## src/rtl/sync_fifo_flags.sv

```systemverilog
// Single-clock FIFO with registered status flags, occupancy count and sticky error flags.
// Define SYNC_FIFO_FWFT_EN for first-word-fall-through reads; otherwise reads have 1-cycle latency.
module sync_fifo_flags #(
  parameter int DATA_WIDTH    = 8,
  parameter int FIFO_DEPTH    = 4,
  parameter int AFULL_THRESH  = 12,
  parameter int AEMPTY_THRESH = 4
) (
  input  logic                  clk,
  input  logic                  rst,
  input  logic                  wr_en,
  input  logic [DATA_WIDTH-1:0] din,
  input  logic                  rd_en,
  output logic [DATA_WIDTH-1:0] dout,
  output logic                  dout_valid,
  output logic                  full,
  output logic                  empty,
  output logic                  almost_full,
  output logic                  almost_empty,
  output logic [FIFO_DEPTH:0]   count,
  output logic                  overflow,
  output logic                  underflow,
  input  logic                  err_clr
);

  localparam int ENTRIES = 2**FIFO_DEPTH;
  localparam int PW      = FIFO_DEPTH + 1;
  localparam logic [PW-1:0] FULL_CNT = PW'(ENTRIES);
  localparam logic [PW-1:0] AFULL_T  = PW'(AFULL_THRESH);
  localparam logic [PW-1:0] AEMPTY_T = PW'(AEMPTY_THRESH);

  logic [DATA_WIDTH-1:0] mem [ENTRIES];

  logic [PW-1:0] wr_ptr_reg, wr_ptr_next;
  logic [PW-1:0] rd_ptr_reg, rd_ptr_next;
  logic [PW-1:0] count_reg, count_next;
  logic          full_reg, empty_reg, afull_reg, aempty_reg;
  logic          ovf_reg, ovf_next, udf_reg, udf_next;
  logic          rd_accept, wr_accept;
  logic [DATA_WIDTH-1:0] dout_reg;

  // A full FIFO still accepts a write when a read frees a slot on the same edge.
  always_comb begin
    rd_accept   = rd_en && !empty_reg;
    wr_accept   = wr_en && (!full_reg || rd_accept);
    wr_ptr_next = wr_ptr_reg + {{FIFO_DEPTH{1'b0}}, wr_accept};
    rd_ptr_next = rd_ptr_reg + {{FIFO_DEPTH{1'b0}}, rd_accept};
    count_next  = wr_ptr_next - rd_ptr_next;
    ovf_next    = (ovf_reg && !err_clr) || (wr_en && !wr_accept);
    udf_next    = (udf_reg && !err_clr) || (rd_en && empty_reg);
  end

  always_ff @(posedge clk) begin
    if (rst) begin
      wr_ptr_reg <= '0;
      rd_ptr_reg <= '0;
      count_reg  <= '0;
      full_reg   <= 1'b0;
      empty_reg  <= 1'b1;
      afull_reg  <= 1'b0;
      aempty_reg <= 1'b1;
      ovf_reg    <= 1'b0;
      udf_reg    <= 1'b0;
    end else begin
      wr_ptr_reg <= wr_ptr_next;
      rd_ptr_reg <= rd_ptr_next;
      count_reg  <= count_next;
      full_reg   <= (count_next == FULL_CNT);
      empty_reg  <= (count_next == '0);
      afull_reg  <= (count_next >= AFULL_T);
      aempty_reg <= (count_next <= AEMPTY_T);
      ovf_reg    <= ovf_next;
      udf_reg    <= udf_next;
    end
  end

  // Storage is deliberately left out of reset so it maps onto block RAM.
  always_ff @(posedge clk) begin
    if (wr_accept) begin
      mem[wr_ptr_reg[FIFO_DEPTH-1:0]] <= din;
    end
  end

`ifdef SYNC_FIFO_FWFT_EN
  logic wr_to_head;

  // The entry being written becomes the head when the FIFO drains to it on this edge.
  assign wr_to_head = wr_accept && (wr_ptr_reg == rd_ptr_next);

  always_ff @(posedge clk) begin
    if (rst) begin
      dout_reg <= '0;
    end else if (wr_to_head) begin
      dout_reg <= din;
    end else begin
      dout_reg <= mem[rd_ptr_next[FIFO_DEPTH-1:0]];
    end
  end

  assign dout_valid = !empty_reg;
`else
  logic dout_valid_reg;

  always_ff @(posedge clk) begin
    if (rst) begin
      dout_reg       <= '0;
      dout_valid_reg <= 1'b0;
    end else begin
      dout_valid_reg <= rd_accept;
      if (rd_accept) begin
        dout_reg <= mem[rd_ptr_reg[FIFO_DEPTH-1:0]];
      end
    end
  end

  assign dout_valid = dout_valid_reg;
`endif

  assign dout         = dout_reg;
  assign full         = full_reg;
  assign empty        = empty_reg;
  assign almost_full  = afull_reg;
  assign almost_empty = aempty_reg;
  assign count        = count_reg;
  assign overflow     = ovf_reg;
  assign underflow    = udf_reg;

endmodule

```

## config.mk

```make
export PLATFORM = sky130hd
export DESIGN_NAME = sync_fifo_flags
export DESIGN_NICKNAME = d
export VERILOG_FILES = /design/src/rtl/sync_fifo_flags.sv
export SDC_FILE = /design/constraint.sdc
export NUM_CORES = 1
export LEC_CHECK = 0
export CAP_MARGIN = 20
export CORE_ASPECT_RATIO = 0.9
export CORE_MARGIN = 2
export CORE_UTILIZATION = 62
export DETAILED_ROUTE_END_ITERATION = 12
export DONT_BUFFER_PORTS = 1
export PLACE_DENSITY = 0.81
export SKIP_CTS_REPAIR_TIMING = 1
export SYNTH_ARGS = -nofsm -noshare
export SYNTH_HDL_FRONTEND = slang
export SYNTH_SLANG_ARGS = --single-unit
```

## constraint.sdc

```tcl
create_clock -name clk -period 4.5 [get_ports clk]
set_input_delay 1.35 -clock clk [delete_from_list [all_inputs] [get_ports clk]]
set_output_delay 1.35 -clock clk [all_outputs]
set_load 0.1 [all_outputs]
```

; ---- Word level (Yosys, flattened, before mapping)
; Memories as Yosys holds them, arrays and structs flattened. A register that Yosys moved wholly into a read port is not among the register bits.
; Index checks and enable logic that the tools add are counted.
[totals]
elab_cells = 33
register_bits = 22
mem_bits_ro = 0
ram_bits = 128
mem_count = 1
in_bits = 13
latchBits = 0
[memory_table]
columns = name, words, width, read_ports, rd_ports_with_merged_regs, wr, line_no
row1 = mem, 16, 8, 1, 1, 1, 32  ; logic [DATA_WIDTH-1:0] mem [ENTRIES];
[op_classes]
n_eq_ne = 1
div_mod_pow = 0
n_addsub = 3
shift = 0
magnitude_cmp = 2
muxes = 2
multipliers = 0
reduce_logical = 14
bitwise_logic = 0
[op_table]
columns = operator, n
row1 = adder 5 x 1 -> 5 bit, 2
row2 = logical AND 1 bit, 6
row3 = == test 5 bit (second input constant), 1
row4 = greater-or-equal comparator 5 x 4 -> 1 bit (second input constant), 1
row5 = less-or-equal comparator 5 x 3 -> 1 bit (second input constant), 1
row6 = logical NOT 5 bit, 1
row7 = subtractor 5 bit, 1
row8 = logical NOT 1 bit, 4
row9 = logical OR 1 bit, 3
row10 = 2-to-1 mux 1 bit, 2

; ---- Logic depth before layout (Yosys ltp)
[logic_depth]
ltp_word = 7
depth_mapped = 14
mapped_depth_nobuf = 14

; ---- Worst setup path before layout
; No wires, ideal clock.
[synth_path]
path_kind = input to register
from = input rd_en
to = register aempty_reg, in the netlist almost_empty
arrival_time_ns = 3.889
n_path_buf = 2
setup_ns = 0.114
stages = 14
setup_slack_ns = 0.498
path_cell_list = nand2b_1 > clkbuf_1 > clkbuf_1 > inv_2 > ha_1 > ha_1 > inv_1 > ha_1 > nor2b_1 > nor2_1 > maj3_1 > xnor2_1 > mux2i_1 > a21o_1
[synth_via]
word_cells_on_any_way = 7
cone_classes = add/sub: 3 / order compare: 1 / reduce/logical: 3
[synth_rtl]
columns = element, line_no
row1 = start: declaration, 13  ; input logic rd_en,
row2 = logical AND 1 bit, 44  ; rd_accept = rd_en && !empty_reg;
row3 = via rd_accept, 39  ; logic rd_accept, wr_accept;
row4 = adder 5 x 1 -> 5 bit, 47  ; rd_ptr_next = rd_ptr_reg + {{FIFO_DEPTH{1'b0}}, rd_accept};
row5 = via rd_ptr_next[1], 35  ; logic [PW-1:0] rd_ptr_reg, rd_ptr_next;
row6 = subtractor 5 bit, 48  ; count_next = wr_ptr_next - rd_ptr_next;
row7 = less-or-equal comparator 5 x 3 -> 1 bit, 71  ; aempty_reg <= (count_next <= AEMPTY_T);
row8 = end signal: assignment, 71
row9 = end: declaration, 37  ; logic full_reg, empty_reg, afull_reg, aempty_reg;
; The timed path passes the listed nets, and every way through them passes these cells.
; A chain may end at the register's enable or synchronous reset.

; ---- Worst setup path in the final report
[layout_path]
from = input rd_en
to = register aempty_reg, in the netlist almost_empty
[layout_via]
elab_chain_cells = 6
word_cells_on_any_way = 7
cone_classes = add/sub: 3 / order compare: 1 / reduce/logical: 3
[layout_lines]
columns = element, line_no
row1 = logical AND 1 bit, 44
row2 = logical OR 1 bit, 45  ; wr_accept = wr_en && (!full_reg || rd_accept);
row3 = logical AND 1 bit, 45
row4 = adder 5 x 1 -> 5 bit, 46  ; wr_ptr_next = wr_ptr_reg + {{FIFO_DEPTH{1'b0}}, wr_accept};
row5 = via wr_ptr_next[1], 34  ; logic [PW-1:0] wr_ptr_reg, wr_ptr_next;
row6 = subtractor 5 bit, 48
row7 = less-or-equal comparator 5 x 3 -> 1 bit, 71
; The timed path passes the listed nets, and every way through them passes these cells.

==> results.json <==
{
  "area_growth_pct": 11.6,
  "cts-root-buf": "clkbuf_8",
  "multi_input_area_sq_um": 1640,
  "dieArea_sq_um": 10800,
  "p_per_area_nw_per_um2": 544,
  "cts_tree": "done",
  "syn_inst": 355,
  "path_class": "in -> reg",
  "hold_end": "wr_ptr_reg[4]",
  "diodes": 0,
  "critPathMaxStageDelay_ns": 0.40,
  "finalCritPeriodShare_pct": 74.4,
  "fin_setup_tns_ns": 0,
  "antenna_found_initial": 0,
  "setup_viol": 0,
  "port_buffers": 0,
  "fin_ws_ns": 1.15,
  "status": "finished, final reports clean",
  "critPathLaunchType": "input port",
  "p_sw_share_pct": 28.6,
  "grt_pass1_wl_um": 18500,
  "post-route-drc-count": 0,
  "grt-busiest-layer": "met2",
  "slowest_stage": "maj3_1",
  "synth_edf_count": 128,
  "grt_use_met3_pct": 7.28,
  "cp_data_arrival_time_ns": 3.77,
  "synth_ff_type": "edfxtp_1",
  "skew_ns": 0.00782,
  "largest_reg_flops": 128,
  "vias": 3120,
  "viasPerCell": 6.20,
  "first_pass_iters": 5,
  "finalPower_mw": 3.76,
  "wl_per_cell_um": 24.0,
  "r2r_slack_ns": 1.24,
  "use_met2_pct": 36.8,
  "die_h_um": 98.9,
  "coreArea_sq_um": 9700,
  "slew_headroom_pct": 33.5,
  "drive_above_1_share_pct": 22.0,
  "cts_buffers": 17,
  "wl_um": 12100,
  "clock-sinks": 158,
  "initial_core_util_pct": 63.9,
  "yosys.area_share.adder_pct": 1.90,
  "critical_path_required_ns": 4.92,
  "synth-seq-cells": 158,
  "rr_worst_depth": 14,
  "yosysUniqueCellTypes": 39,
  "fin_nets": 385,
  "clkTransAtPathRegs_ns": 0.06,
  "end_kind": "register",
  "synth_top_family_by_area": "multiplexers",
  "finalHoldViolCount": 0,
  "ys_seq_area_share_pct": 71.7,
  "finalCriticalPeriod_ns": 3.35,
  "dpl_cell_area_sq_um": 6330,
  "async_flop_share_pct": 0,
  "p_int_mw": 2.69,
  "synth_compound_area_share_pct": 4.44,
  "cap_viol_max_count": 0,
  "h-tree-depth": 4,
  "worstHoldPathCells": 2,
  "design_area_sq_um": 6920,
  "drv_slew": 0,
  "globalRouteOverflowTotal": 0,
  "rows": 34,
  "critPathMaxFanout": 4,
  "clk_path_buf_depth": 2,
  "syn_avg_cell_area_sq_um": 17.5,
  "pwr-share-comb_pct": 11.7,
  "dp_slack_ns": 0.699,
  "syn-cell-area_sq_um": 6200,
  "dp_hpwl_um": 7400,
  "worstHoldStart": "wr_ptr_reg[4]",
  "grt_max_degree": 33,
  "fmax_ghz": 0.299,
  "gr-usage-all-layers_pct": 24.7,
  "holdCritPathClass": "reg -> reg",
  "r2r-end": "almost_empty",
  "fp.dieW_um": 109,
  "p_clk_share_pct": 37.5,
  "pwr-share-seq_pct": 50.8,
  "grt_pass1_vias": 3307,
  "clk-insertion-delay-late_ns": 0.53,
  "drtIter0Drc": 358,
  "syn_nets": 376,
  "synthMuxAreaShare_pct": 12.1,
  "synthXorXnorAreaFrac_pct": 2.68,
  "vdd_ir_drop_max_v": 0.000418,
  "switching_power_mw": 1.08,
  "crit_path_frequent_cell": "ha_1",
  "grt_use_met1_pct": 34.4,
  "grt_setup_unrepaired": "no",
  "path_cells": "nand2b_1 -> nand2_1 -> nand2_1 -> inv_1 -> ha_1 -> ha_1 -> ha_1 -> nor2b_1 -> nor2_1 -> maj3_1 -> xnor2_1 -> mux2i_1 -> a21o_1",
  "synth-simple-area-share_pct": 5.27,
  "postRouteAntennaNets": 0,
  "worst_pin_slew_ns": 0.996,
  "fill_cells": 574,
  "ioPinCount": 33,
  "r2r_start": "empty",
  "holdWs_ns": 0.568,
  "gp_congestion": 0.812,
  "power.leakage_nw": 2.27,
  "yosys_warnings": 0,
  "ff_latch_area_sq_um": 4450
}
## worst max path at each step
stage | startpoint | slack, ns | endpoint
after floorplan | rd_en | 0.50 | almost_empty
after global placement | rd_en | 0.80 | almost_empty
after detailed placement | rd_en | 0.70 | almost_empty
after CTS | rd_en | 1.21 | almost_empty
after global routing | rd_en | 0.95 | almost_empty
final | rd_en | 1.15 | almost_empty
## synth_stat cells (3+ instances only)
cell type  number  area (sq um)
a21oi_1        17          85.1
clkbuf_1       10          37.5
xor2_2          5          81.3
inv_1           6          22.5
mux2i_1         3          30.0
edfxtp_1      128          3840
nand2_1         8          30.0
a22oi_1        17           128
xnor2_1         4          35.0
nand2b_1        4          25.0
mux4_2         32           721
nor3_1          4          20.0
nor2_1         41           154
nor2b_1         4          25.0
ha_1            7          87.6
nand3_1         4          20.0
dfxtp_1        30           601
buf_2           4          20.0
## power by group through the flow
stage                     clock, mW  combinational [mW]  sequential, mW
after floorplan                   0               0.334            1.96
after global placement            0               0.429            1.94
after detailed placement          0               0.438            1.94
after CTS                      1.43               0.443            1.91
after global routing           1.49               0.481            1.92
final                          1.41               0.441            1.91
## routing by layer
| layer | vias up | wire, um |
|---|---|---|
| li1 | 1384 | - |
| met1 | 1592 | 5160 |
| met2 | 129 | 6000 |
| met3 | 15 | 758 |
| met4 | 0 | 151 |
| met5 | - | 0 |
## stage by stage
| stage | std cells | utilization, % |
|---|---|---|
| final | 503 | 71.3 |
| after global routing | 503 | 71.3 |
| after CTS | 503 | 71.3 |
| after detailed placement | 471 | 65.3 |
| after global placement | 471 | 65.3 |
| after floorplan | 355 | - |
## cells by family after synthesis
kind of cell    count (synthesis)
fa+ha+maj                       9
mux                            35
flops                         158
simple gates                   72
buf+inv                        26
compound gates                 42
xor+xnor                       13
## worst max-delay path: cells and delay by family
family,cells,cell delay [ns]
adder cells (fa/ha/maj),4,1.18
buffers and inverters,1,0.09
AO/OA/AOI/OAI,1,0.18
multiplexers,1,0.11
XOR/XNOR,1,0.25
AND/OR/NAND/NOR,5,0.60
## final cells by class
type	count	share of cell area (%)
flip-flops and latches	158	64.2
repair buffers	9	0.976
clock inverters	14	2.42
well taps	126	2.28
inverters	7	0.380
clock buffers	18	6.04
multi-input cells	171	23.7
## cells in the final DEF (no fill, tap or decap), types with 3 or more instances in the layout
master and n:
a21oi_1 17, a22oi_1 17, buf_4 9, bufinv_16 3
clkbuf_16 16, clkinv_4 4, dfxtp_1 29, edfxtp_1 128
ha_1 7, inv_1 6, mux2i_1 3, mux4_2 32
nand2_1 8, nand2b_1 4, nand3_1 4, nor2_1 41
nor2b_1 4, nor3_1 4, xnor2_1 4, xor2_2 5
(Power assumes the default switching activity.)
==> RTL edit: new RTL, config.mk and constraints unchanged <==
The option `SYNC_FIFO_FWFT_EN` is turned on by a define.
--- a/src/rtl/sync_fifo_flags.sv
+++ b/src/rtl/sync_fifo_flags.sv
@@ -2,2 +2,4 @@
 // Define SYNC_FIFO_FWFT_EN for first-word-fall-through reads; otherwise reads have 1-cycle latency.
+`define SYNC_FIFO_FWFT_EN
+
 module sync_fifo_flags #(
Formal check against the unedited RTL: not equivalent (a bounded check fails within 4 cycles, from zero or initial values and one cycle with rst high).
==> RTL edit against the unedited design <==
  * Total power is 9.3% higher
  * Synthesized cell count is 7.9% higher
  * First-iteration DRC count is 8.7% lower
  * Cell area is 3.0% higher
  * Setup slack worse by 0.21 ns
  * Global-route usage is 0.26 points lower
  * Hold slack worse by 0.0048 ns
  * Wire length is 6.2% higher
  * Sequential cell count is 1 lower
  * Core utilization is 1.2 points lower
  * Sequential share of layout area is 2.2 points lower
  * Count of clock-buffer cells in the layout is 1 higher
  * Synthesized area is 3.1% higher
  * Critical endpoint is now empty
  * Largest power group unchanged
  * Highest routed layer unchanged
==> RTL edit: results (changes against the unedited design) <==
Worst setup path
  – CP Data Arrival Time: 3.87 ns (was 3.77 ns)
  – Critical Path Fanout Max: 5 (was 4)

Clock tree
  – Clock tree root buffer cell: clkbuf_16 (was clkbuf_8)

STA
  – Worst Tran Pin Value: 0.975 ns (was 0.996 ns)
  – Fin Clk Skew: 0.0107 ns (was 0.00782 ns)

Power
  – Leak pwr: 2.46 nW (was 2.27 nW)
  – Psw: 1.26 mW (was 1.08 mW)
  – Logic pwr share: 0.178 (was 0.117)

Routing
  – Drt via density: 6.31 (was 6.20)
  – Met2 Wirelength: 6.34 mm (was 6.00 mm)
  – DRT met1 WL: 5.06 mm (was 5.16 mm)
  – Initial DRC count: 327 (was 358)

Global routing
  – GR Util All Layers: 0.245 (was 0.247)
  – GR Util met1: 0.321 (was 0.344)
  – Largest net degree at the start of global routing: 35 (was 33)
  – First-pass GRT wire length: 19.5 mm (was 18.5 mm)

Final layout
  – Fillers: 626 (was 574)
  – Clk cell area share: 0.0818 (was 0.0846)
  – Sequential cell area: 4420 µm² (was 4450 µm²)
  – Nets: 417 (was 385)
  – Non-clock buffer share: 0.0165 (was 0.00976)
  – Area taken by multi-input logic gates: 1810 µm² (was 1640 µm²)

Logic synthesis
  – Synthesized-area fraction occupied by adder cells: 0.0168 (was 0.0190)
  – Xor and xnor area share after synthesis: 0.0331 (was 0.0268)
  – Distinct cells, synth: 44 (was 39)
  – Mux cell area share after synthesis: 0.130 (was 0.121)

Run status
  – Status: finished, final reports clean (unchanged)

Placed design
  – Gpl congestion: 0.904 (was 0.812)
[RTL edit: metrics by stage]
step | cells | util | power, mW | worst slack [ns]
6_report | 538 | 0.702 | 4.11 | 0.940
5_1_grt | 538 | 0.702 | 4.24 | 0.788
4_1_cts | 538 | 0.702 | 4.13 | 0.994
3_5_place_dp | 506 | 0.644 | 2.74 | 0.571
3_3_place_gp | 506 | 0.644 | 2.72 | 0.682
2_1_floorplan | 383 | - | 2.61 | 0.358
[RTL edit: critical path: stages]
cell     delay (ns)
nand2_1        0.07
inv_1          0.07
o21ai_1        0.16
inv_1          0.10
ha_1           0.22
ha_1           0.32
inv_1          0.08
fa_1           0.54
o21ai_0        0.38
a31oi_4        0.14
xnor2_2        0.19
a41o_1         0.25
[RTL edit: path summary, 6_finish.rpt]
path | slack, ns | end | startpoint
max | 0.94 | empty | rd_en
min | 0.56 | rd_ptr_reg[4] | rd_ptr_reg[4]
max reg2reg | 1.18 | empty | empty
min reg2reg | 0.56 | rd_ptr_reg[4] | rd_ptr_reg[4]
